[config.mk]
export PLATFORM = sky130hd
export DESIGN_NAME = mc_control
export DESIGN_NICKNAME = d
export VERILOG_FILES = /design/src/rtl/mc_pkg.sv /design/src/rtl/mc_decode.sv /design/src/rtl/mc_control.sv
export SDC_FILE = /design/constraint.sdc
export NUM_CORES = 1
export LEC_CHECK = 0
export BUFFER_PORTS_ARGS = -buffer_cell sky130_fd_sc_hd__buf_4
export CAP_MARGIN = 30
export CORE_UTILIZATION = 39
export CTS_CLUSTER_SIZE = 20
export DETAILED_ROUTE_END_ITERATION = 16
export PLACE_DENSITY_LB_ADDON = 0.25
export SLEW_MARGIN = 30
export SYNTH_ARGS = -nofsm -noshare
export SYNTH_HDL_FRONTEND = slang
export SYNTH_SLANG_ARGS = --single-unit
[constraint.sdc]
create_clock -name clk -period 2 [get_ports clk]
set_input_delay 0.4 -clock clk [delete_from_list [all_inputs] [get_ports clk]]
set_output_delay 0.4 -clock clk [all_outputs]
set_load 0.005 [all_outputs]
[src/rtl/mc_pkg.sv]
// Shared encodings for the multi-cycle control unit and the datapath it drives:
// state codes, opcode/funct constants, select encodings and the instruction class vector.
package mc_pkg;

  typedef enum logic [2:0] {
    S_FETCH  = 3'd0,
    S_DECODE = 3'd1,
    S_EXEC   = 3'd2,
    S_MEM    = 3'd3,
    S_WB     = 3'd4
  } state_t;

  localparam logic [5:0] OP_RTYPE = 6'b000000;
  localparam logic [5:0] OP_J     = 6'b000010;
  localparam logic [5:0] OP_JAL   = 6'b000011;
  localparam logic [5:0] OP_BEQ   = 6'b000100;
  localparam logic [5:0] OP_ORI   = 6'b001101;
  localparam logic [5:0] OP_LUI   = 6'b001111;
  localparam logic [5:0] OP_LW    = 6'b100011;
  localparam logic [5:0] OP_SW    = 6'b101011;

  localparam logic [5:0] FN_NOP   = 6'b000000;
  localparam logic [5:0] FN_JR    = 6'b001000;
  localparam logic [5:0] FN_ADDU  = 6'b100001;
  localparam logic [5:0] FN_SUBU  = 6'b100011;

  localparam logic [2:0] NPC_PC4  = 3'd0;
  localparam logic [2:0] NPC_BEQ  = 3'd1;
  localparam logic [2:0] NPC_J    = 3'd2;
  localparam logic [2:0] NPC_JR   = 3'd3;

  localparam logic [3:0] ALU_ADD  = 4'd0;
  localparam logic [3:0] ALU_SUB  = 4'd1;
  localparam logic [3:0] ALU_OR   = 4'd2;
  localparam logic [3:0] ALU_LUI  = 4'd3;

  localparam logic [2:0] EXT_ZERO = 3'd0;
  localparam logic [2:0] EXT_SIGN = 3'd1;

  localparam logic [2:0] DST_RT   = 3'd0;
  localparam logic [2:0] DST_RD   = 3'd1;
  localparam logic [2:0] DST_RA   = 3'd2;

  localparam logic [2:0] SRC_RT   = 3'd0;
  localparam logic [2:0] SRC_IMM  = 3'd1;

  localparam logic [2:0] TOREG_ALU = 3'd0;
  localparam logic [2:0] TOREG_DM  = 3'd1;
  localparam logic [2:0] TOREG_PC4 = 3'd2;

  // One-hot instruction class; exactly one field is set for any Op/Func pair.
  typedef struct packed {
    logic addu;
    logic subu;
    logic jr;
    logic nop;
    logic ori;
    logic lui;
    logic lw;
    logic sw;
    logic beq;
    logic j;
    logic jal;
    logic unknown;
  } insn_class_t;

  typedef struct packed {
    logic [3:0] alu_op;
    logic [2:0] alu_src_sel;
    logic [2:0] ext_op;
  } alu_ctrl_t;

  // ALU/operand selects used in EXEC and held through MEM for the address.
  function automatic alu_ctrl_t alu_ctrl(input insn_class_t c);
    alu_ctrl_t r;
    r = '{alu_op: ALU_ADD, alu_src_sel: SRC_RT, ext_op: EXT_ZERO};
    if (c.subu || c.beq) r.alu_op = ALU_SUB;
    if (c.ori) begin
      r.alu_op      = ALU_OR;
      r.alu_src_sel = SRC_IMM;
    end
    if (c.lui) begin
      r.alu_op      = ALU_LUI;
      r.alu_src_sel = SRC_IMM;
    end
    if (c.lw || c.sw) begin
      r.alu_src_sel = SRC_IMM;
      r.ext_op      = EXT_SIGN;
    end
    if (c.beq) r.ext_op = EXT_SIGN;
    return r;
  endfunction

endpackage

[src/rtl/mc_decode.sv]
// Combinational classifier: maps the IR opcode/funct fields to a one-hot instruction class.
module mc_decode
  import mc_pkg::*;
(
  input  logic [5:0]  op,
  input  logic [5:0]  func,
  output insn_class_t cls
);

  always_comb begin
    // NOTE: default every field before the case so no path leaves cls unassigned (no latch).
    cls = '0;
    case (op)
      OP_RTYPE: begin
        case (func)
          FN_ADDU: cls.addu    = 1'b1;
          FN_SUBU: cls.subu    = 1'b1;
          FN_JR:   cls.jr      = 1'b1;
          FN_NOP:  cls.nop     = 1'b1;
          default: cls.unknown = 1'b1;
        endcase
      end
      OP_ORI:  cls.ori     = 1'b1;
      OP_LUI:  cls.lui     = 1'b1;
      OP_LW:   cls.lw      = 1'b1;
      OP_SW:   cls.sw      = 1'b1;
      OP_BEQ:  cls.beq     = 1'b1;
      OP_J:    cls.j       = 1'b1;
      OP_JAL:  cls.jal     = 1'b1;
      default: cls.unknown = 1'b1;
    endcase
  end

endmodule

[src/rtl/mc_control.sv]
// Multi-cycle control unit: steps the datapath through FETCH/DECODE/EXEC/MEM/WB,
// issuing register enables, memory requests and one retire pulse per instruction.
module mc_control
  import mc_pkg::*;
#(
  parameter int MEM_TIMEOUT = 0
) (
  input  logic       clk,
  input  logic       reset,
  input  logic [5:0] Op,
  input  logic [5:0] Func,
  input  logic       Zero,
  input  logic       imem_ready,
  input  logic       dmem_ready,
  output logic       PCWrite,
  output logic       IRWrite,
  output logic       RegWrite,
  output logic       MemWrite,
  output logic       MemRead,
  output logic [2:0] RegDstSel,
  output logic [2:0] ALUSrcSel,
  output logic [2:0] toRegSel,
  output logic [2:0] NPCOp,
  output logic [3:0] ALUOp,
  output logic [2:0] EXTOp,
  output logic       retire,
  output logic       mem_err
);

  localparam int CNT_W = (MEM_TIMEOUT < 2) ? 1 : $clog2(MEM_TIMEOUT + 1);

  state_t             state_q, state_d;
  logic               mem_err_q, mem_err_d;
  logic [CNT_W-1:0]   wait_cnt_q, wait_cnt_d;
  insn_class_t        cls;
  alu_ctrl_t          alu;
  logic               short_insn;
  logic               timed_out;

  mc_decode u_decode (
    .op   (Op),
    .func (Func),
    .cls  (cls)
  );

  assign alu        = alu_ctrl(cls);
  // Instructions that finish in DECODE: jumps, nop and anything unrecognised.
  assign short_insn = cls.j | cls.jal | cls.jr | cls.nop | cls.unknown;
  assign timed_out  = (MEM_TIMEOUT > 0) && (wait_cnt_q == CNT_W'(MEM_TIMEOUT));
  assign mem_err    = mem_err_q;

  always_ff @(posedge clk or negedge reset) begin
    if (!reset) begin
      state_q    <= S_FETCH;
      mem_err_q  <= 1'b0;
      wait_cnt_q <= '0;
    end else begin
      // NOTE: non-blocking assignments so every flop samples the pre-edge values.
      state_q    <= state_d;
      mem_err_q  <= mem_err_d;
      wait_cnt_q <= wait_cnt_d;
    end
  end

  always_comb begin
    state_d    = state_q;
    mem_err_d  = mem_err_q;
    wait_cnt_d = '0;
    case (state_q)
      S_FETCH:  if (imem_ready) state_d = S_DECODE;
      S_DECODE: state_d = short_insn ? S_FETCH : S_EXEC;
      S_EXEC: begin
        if (cls.lw || cls.sw) state_d = S_MEM;
        else if (cls.beq)     state_d = S_FETCH;
        else                  state_d = S_WB;
      end
      S_MEM: begin
        if (timed_out) begin
          state_d   = S_FETCH;
          mem_err_d = 1'b1;
        end else if (dmem_ready) begin
          state_d = cls.lw ? S_WB : S_FETCH;
        end else if (MEM_TIMEOUT > 0) begin
          // Counter only advances while stalled in MEM; any exit clears it.
          wait_cnt_d = wait_cnt_q + CNT_W'(1);
        end
      end
      S_WB:     state_d = S_FETCH;
      default:  state_d = S_FETCH;
    endcase
  end

  always_comb begin
    PCWrite   = 1'b0;
    IRWrite   = 1'b0;
    RegWrite  = 1'b0;
    MemWrite  = 1'b0;
    MemRead   = 1'b0;
    retire    = 1'b0;
    RegDstSel = DST_RT;
    ALUSrcSel = SRC_RT;
    toRegSel  = TOREG_ALU;
    NPCOp     = NPC_PC4;
    ALUOp     = ALU_ADD;
    EXTOp     = EXT_ZERO;
    case (state_q)
      S_FETCH: begin
        IRWrite = imem_ready;
        PCWrite = imem_ready;
      end
      S_DECODE: begin
        retire = short_insn;
        if (cls.j || cls.jal) begin
          PCWrite = 1'b1;
          NPCOp   = NPC_J;
        end
        if (cls.jal) begin
          RegWrite  = 1'b1;
          RegDstSel = DST_RA;
          toRegSel  = TOREG_PC4;
        end
        if (cls.jr) begin
          PCWrite = 1'b1;
          NPCOp   = NPC_JR;
        end
      end
      S_EXEC: begin
        ALUOp     = alu.alu_op;
        ALUSrcSel = alu.alu_src_sel;
        EXTOp     = alu.ext_op;
        if (cls.beq) begin
          NPCOp   = NPC_BEQ;
          PCWrite = Zero;
          retire  = 1'b1;
        end
      end
      S_MEM: begin
        ALUOp     = alu.alu_op;
        ALUSrcSel = alu.alu_src_sel;
        EXTOp     = alu.ext_op;
        if (timed_out) begin
          retire = 1'b1;
        end else begin
          MemRead  = cls.lw;
          MemWrite = cls.sw;
          retire   = cls.sw & dmem_ready;
        end
      end
      S_WB: begin
        RegWrite = 1'b1;
        retire   = 1'b1;
        if (cls.addu || cls.subu) RegDstSel = DST_RD;
        if (cls.lw)               toRegSel  = TOREG_DM;
      end
      default: ;
    endcase
    // Reset is asynchronous, so gate every output directly rather than waiting on state.
    if (!reset) begin
      PCWrite   = 1'b0;
      IRWrite   = 1'b0;
      RegWrite  = 1'b0;
      MemWrite  = 1'b0;
      MemRead   = 1'b0;
      retire    = 1'b0;
      RegDstSel = '0;
      ALUSrcSel = '0;
      toRegSel  = '0;
      NPCOp     = '0;
      ALUOp     = '0;
      EXTOp     = '0;
    end
  end

endmodule

==> impl_metrics.toml, run 1 <==
[outcome]
outcome = "finished, violations left"
violations = "setup timing"

[logic_synthesis]
yosys-top-cells-area = "buf_4, dfrtp_1, nor3_1"
synth.distinct_cells = 32
yosysWarnings = 0
ys_seq_area_frac = 0.127
synth_top_area_share = 0.140
syn_avg_cell_area_um2 = 6.50
netlist_instances = 91
synth_top_area_cell = "buf_4"
netlist_area_um2 = 592
ys_ff_latch = 3

[clock_network]
root_buffer = "clkbuf_4"
clk_transition_reported_paths_ns = 0.04
cts.sinks = 3
cts_tree = "yes"
cts_buffers = 3
cts.path.max_buffers = 2
htreeDepth = 1
clock_latency_ns = 0.24

[placement]
place_ws_ns = -0.145
hpwl_um = 1370
placed_area_um2 = 865
portBuffers = 32
place_congestion = 0.811

[finish]
area_delta_synth_final_pct = 67.9
top_regs = "state_q: 3 flops"
diodes = 0
top_register = "state_q"
largest_register_ffs = 3
final_nets = 153
drive_gt1_frac = 0.474
fin_area_um2 = 993

[routing]
drc_errors = 0
wl_per_cell_um = 12.6
viasPerCell = 5.40
drt_wl_total_um = 1900
postRouteAntennaNets = 0
vias = 810
first_pass_iters = 4
drtIter0Drc = 29

[timing]
skew_ns = 0.00786
maxSlewViolCount = 0
fin_crit_sh = 1.04
rsz0062_at_grt = "yes"
holdWs_ns = 0.493
report.final.hold_viol_count = 0
fin_crit_ns = 2.08
fin_ws_ns = -0.0820
max_freq_ghz = 0.480
setup_violations = 2

[critical_path]
worstPathRequired_ns = 1.60
endpoint = "retire"
crit_start = "Func[2]"
r2r_slack_ns = 0.69
crit_type = "primary input to primary output"
crit_fanout = 2
regToRegStartpoint = "state_q[1]"
cp-start-kind = "primary input"
reg2reg_depth = 4
critPathArrivalTime_ns = 1.68
crit_path_end_kind = "primary output"
r2r-end = "state_q[1]"

[hold_path]
hold_path_class = "primary input to flip-flop"

[global_route]
grt_pass1_vias = 683
grt_pass1_wl_um = 2890
antenna_found_initial = 0
grt_overflow_total = 0
grt_max_degree = 16
track_usage = 0.255

[die]
initial_core_util = 0.438
rows = 13
fp.dieH_um = 41.0
coreArea_mm2 = 0.00135
io_pins = 43
chipWidth_um = 41.0
die-area_mm2 = 0.00168

[power_and_ir_drop]
pwr_density_cell_mw_per_mm2 = 553
cellLeakagePower_nw = 0.468
irDropWorstVdd_uv = 615

[run]
cap_violations = 0
final cells by class:
class	instances	area (um^2)
inverter	6	22.5
multi-input combinational	77	498
timing repair buffer	45	352
tap	15	18.8
fill	116	357
clock buffer	4	26.3
sequential	3	76.3
cells in the mapped netlist, drive strengths merged:
cell,number
buf,12
nor2,11
nor3,8
inv,6
nand2,6
nand3,6
o21ai,4
a31oi,3
dfrtp,3
nand2b,3
nor2b,3
nor4,3
or3,3
a21oi,2
clkbuf,2
nand3b,2
o311a,2
o31ai,2
a211oi,1
and3,1
conb,1
nor3b,1
o21a,1
o31a,1
or2,1
or3b,1
or4,1
or4b,1
metrics by stage:
| step | setup TNS (ns) | std cells | power, mW | util |
|---|---|---|---|---|
| 2_1_floorplan | 0 | 100 | 0.307 | - |
| 6_report | -0.107 | 150 | 0.549 | 0.736 |
| 5_1_grt | -0.348 | 150 | 0.591 | 0.736 |
| 3_3_place_gp | -0.283 | 143 | 0.390 | 0.640 |
| 3_5_place_dp | -0.264 | 143 | 0.395 | 0.640 |
| 4_1_cts | -0.0605 | 150 | 0.537 | 0.722 |
routing by layer:
metal | vias up | global-route usage | part of all wire
li1 | 392 | - | -
met1 | 368 | 0.329 | 0.41
met3 | 0 | 0.0435 | 0.078
met4 | 0 | 0.0917 | 0
met2 | 50 | 0.418 | 0.51
met5 | - | 0 | 0
how the worst min path moves through the flow:
| stage | start | end | slack, ns | depth (start not counted) |
|---|---|---|---|---|
| final | dmem_ready | state_q[0] | 0.49 | 3 |
| after global routing | dmem_ready | state_q[0] | 0.51 | 3 |
| after CTS | dmem_ready | state_q[0] | 0.48 | 3 |
| after detailed placement | reset | state_q[1] | 0.21 | 1 |
| after global placement | reset | state_q[1] | 0.21 | 1 |
| after floorplan | reset | state_q[0] | 0.10 | 0 |
worst max-delay path, cell delays in order:
cell      delay [ns]
buf_6           0.09
or3_4           0.40
o31ai_4         0.24
a211oi_2        0.11
o311a_1         0.30
buf_4           0.14
where the power goes:
part	total [mW]	internal [mW]	switching [mW]
clock network	0.107	0.0748	0.0319
registers	0.159	0.0871	0.0718
logic	0.284	0.148	0.136
total	0.549	0.310	0.240
what timing repair did:
item,4_1_cts,5_1_grt
endpoints found under the hold margin,3,0
gates cloned,0,0
setup buffers,2,0
hold buffers,1,0
resized for setup,12,5
pin swaps,5,3
endpoints found under the setup margin,5,8
layout by cell type, fill, tap and decap left out, drive strengths merged:
master / instances
nand2: 6
a211oi: 1
a21oi: 2
o21a: 1
nor3: 8
or3b: 1
o311a: 2
or4b: 1
a31oi: 3
o31ai: 2
dfrtp: 3
clkbuf: 4
o31a: 1
or2: 1
o21ai: 4
nor4: 3
nor2: 11
buf: 44
nor2b: 3
conb: 10
and3: 1
dlygate4sd3: 1
inv: 6
nand3: 6
nand3b: 2
or3: 3
nor3b: 1
nand2b: 3
or4: 1
kinds of logic (layout without fill, tap and decap cells):
| group | after synthesis | in the layout | synth area share |
|---|---|---|---|
| buffers and inverters | 20 | 55 | 0.199 |
| other | 1 | 10 | 0.00634 |
| flip-flops | 3 | 3 | 0.127 |
| AND/OR/NAND/NOR | 51 | 51 | 0.469 |
| AO/OA/AOI/OAI | 16 | 16 | 0.199 |
Power figures use the tool's default switching activity.
==> run 2: changes to the inputs <==
--- a/config.mk
+++ b/config.mk
@@ -11,6 +11,7 @@
 export CTS_CLUSTER_SIZE = 20
 export DETAILED_ROUTE_END_ITERATION = 16
 export PLACE_DENSITY_LB_ADDON = 0.25
+export SETUP_SLACK_MARGIN = 0.2
 export SLEW_MARGIN = 30
 export SYNTH_ARGS = -nofsm -noshare
 export SYNTH_HDL_FRONTEND = slang
==> impl_metrics.toml, run 2 (synthesized netlist as in run 1, its figures left out) <==
[outcome]
outcome = "finished, violations left"
violations = "setup timing"

[die]
rows = 13
initial_core_util = 0.438
coreArea_mm2 = 0.00135
io_pins = 43
die-area_mm2 = 0.00168
fp.dieH_um = 41.0
chipWidth_um = 41.0

[critical_path]
worstPathRequired_ns = 1.60
crit_path_end_kind = "primary output"
crit_fanout = 4
critPathArrivalTime_ns = 1.66
crit_type = "primary input to primary output"
cp-start-kind = "primary input"

[timing]
skew_ns = 0.00220
report.final.hold_viol_count = 0
fin_crit_sh = 1.03
rsz0062_at_grt = "yes"
fin_setup_tns_ns = -0.107
setup_violations = 3
fin_ws_ns = -0.0569
maxSlewViolCount = 0
max_freq_ghz = 0.486
fin_crit_ns = 2.06

[power_and_ir_drop]
irDropWorstVdd_uv = 659
clkPwrFrac = 0.188
power.switching_mw = 0.264
switching_share = 0.443
cellLeakagePower_nw = 0.478
pwr_density_cell_mw_per_mm2 = 557
p_comb_frac = 0.549
internal_power_mw = 0.332
seqPwrFrac = 0.264

[global_route]
track_usage = 0.254
grt_overflow_total = 0
grt_pass1_vias = 657
grt_pass1_wl_um = 2730
antenna_found_initial = 0
grt_max_degree = 11

[run]
cap_violations = 0

[routing]
drt_wl_total_um = 2020
vias = 825
postRouteAntennaNets = 0
first_pass_iters = 4
drc_errors = 0
wl_per_cell_um = 13.6
drtIter0Drc = 32
viasPerCell = 5.54

[clock_network]
htreeDepth = 1
clk_transition_reported_paths_ns = 0.04
cts_buffers = 3
cts.path.max_buffers = 2
cts_tree = "yes"
clock_latency_ns = 0.24
cts.sinks = 3
root_buffer = "clkbuf_4"

[finish]
largest_register_ffs = 3
fin_area_mm2 = 0.00107
final_cell_mix = "buf_4, buf_6, conb_1"
area_delta_synth_final_pct = 81.0
regArea_um2 = 77.6
final_nets = 152
layout_commonest_cell = "buf_4"
instances_no_fill = 149
top_register = "state_q"
multi_input_area_um2 = 548
diodes = 0
fillers = 99
drive_gt1_frac = 0.552
top_regs = "state_q: 3 flops"

[hold_path]
hold_path_class = "primary input to flip-flop"

[placement]
hpwl_um = 1320
placed_area_um2 = 890
place_inst = 142
portBuffers = 32
place_congestion = 0.871
[run 2: changes by cell type in the layout (fill, tap and decap cells not counted), moves of 2 or more]
cell	delta
buf_4	-10
nand3_1	-2
nand3_2	+2
a21oi_1	-2
a21oi_2	+2
buf_6	+9
[run 2: repair_timing]
action                                  4_1_cts  5_1_grt
hold endpoints to repair                      3        0
gates cloned                                  0        0
hold buffers                                  1        0
setup buffers                                 2        0
endpoints found under the setup margin       14       15
resized for setup                            19       14
pin swaps                                     8        3
[run 2: area by class of cell]
class | count | share of cell area
clock buffer | 4 | 0.0245
multi-input combinational | 77 | 0.512
tap | 15 | 0.0175
sequential | 3 | 0.0724
inverter | 6 | 0.0210
timing repair buffer | 44 | 0.353
[run 2: path summary, 6_finish.rpt]
path | from | end | slack [ns] | cells past startpoint
worst max register to register | state_q[0] | state_q[2] | 0.61 | 5
worst max-delay path | Op[2] | retire | -0.06 | 7
max in group asynchronous | reset | state_q[1] | 1.30 | 2
worst min register to register | state_q[2] | state_q[2] | 0.63 | 1
worst min-delay path | dmem_ready | state_q[1] | 0.48 | 4
min in group asynchronous | reset | state_q[0] | 0.55 | 2
[run 2: power groups by stage]
stage                     clock network, mW  logic, mW  registers (mW)
after CTS                             0.114      0.302           0.147
after detailed placement                  0      0.270           0.143
final                                 0.112      0.327           0.157
after global routing                  0.123      0.354           0.165
after global placement                    0      0.267           0.144
after floorplan                           0      0.207           0.108
[run 2: critical path, cell delays in order]
cell,delay (ns)
buf_4,0.13
buf_6,0.11
nand3b_1,0.26
a21oi_2,0.23
a211oi_2,0.07
o311a_1,0.31
buf_4,0.14
[run 2: metal layers]
| layer | vias to the layer above | global-route usage | routed length (um) |
|---|---|---|---|
| met4 | 0 | 0.0833 | 44 |
| met3 | 8 | 0.0761 | 160 |
| met1 | 364 | 0.282 | 805 |
| met5 | - | 0 | 0 |
| li1 | 392 | - | - |
| met2 | 61 | 0.453 | 1010 |
[run 2: stage by stage]
| step | hold slack, ns | worst slack, ns | power, mW | utilization |
|---|---|---|---|---|
| floorplan | 0.104 | 0.190 | 0.315 | - |
| global route | 0.483 | -0.0982 | 0.641 | 0.793 |
| global placement | 0.206 | -0.0857 | 0.410 | 0.659 |
| CTS | 0.476 | -0.0360 | 0.563 | 0.753 |
| detailed placement | 0.208 | -0.0918 | 0.413 | 0.659 |
| finish | 0.483 | -0.0569 | 0.596 | 0.793 |
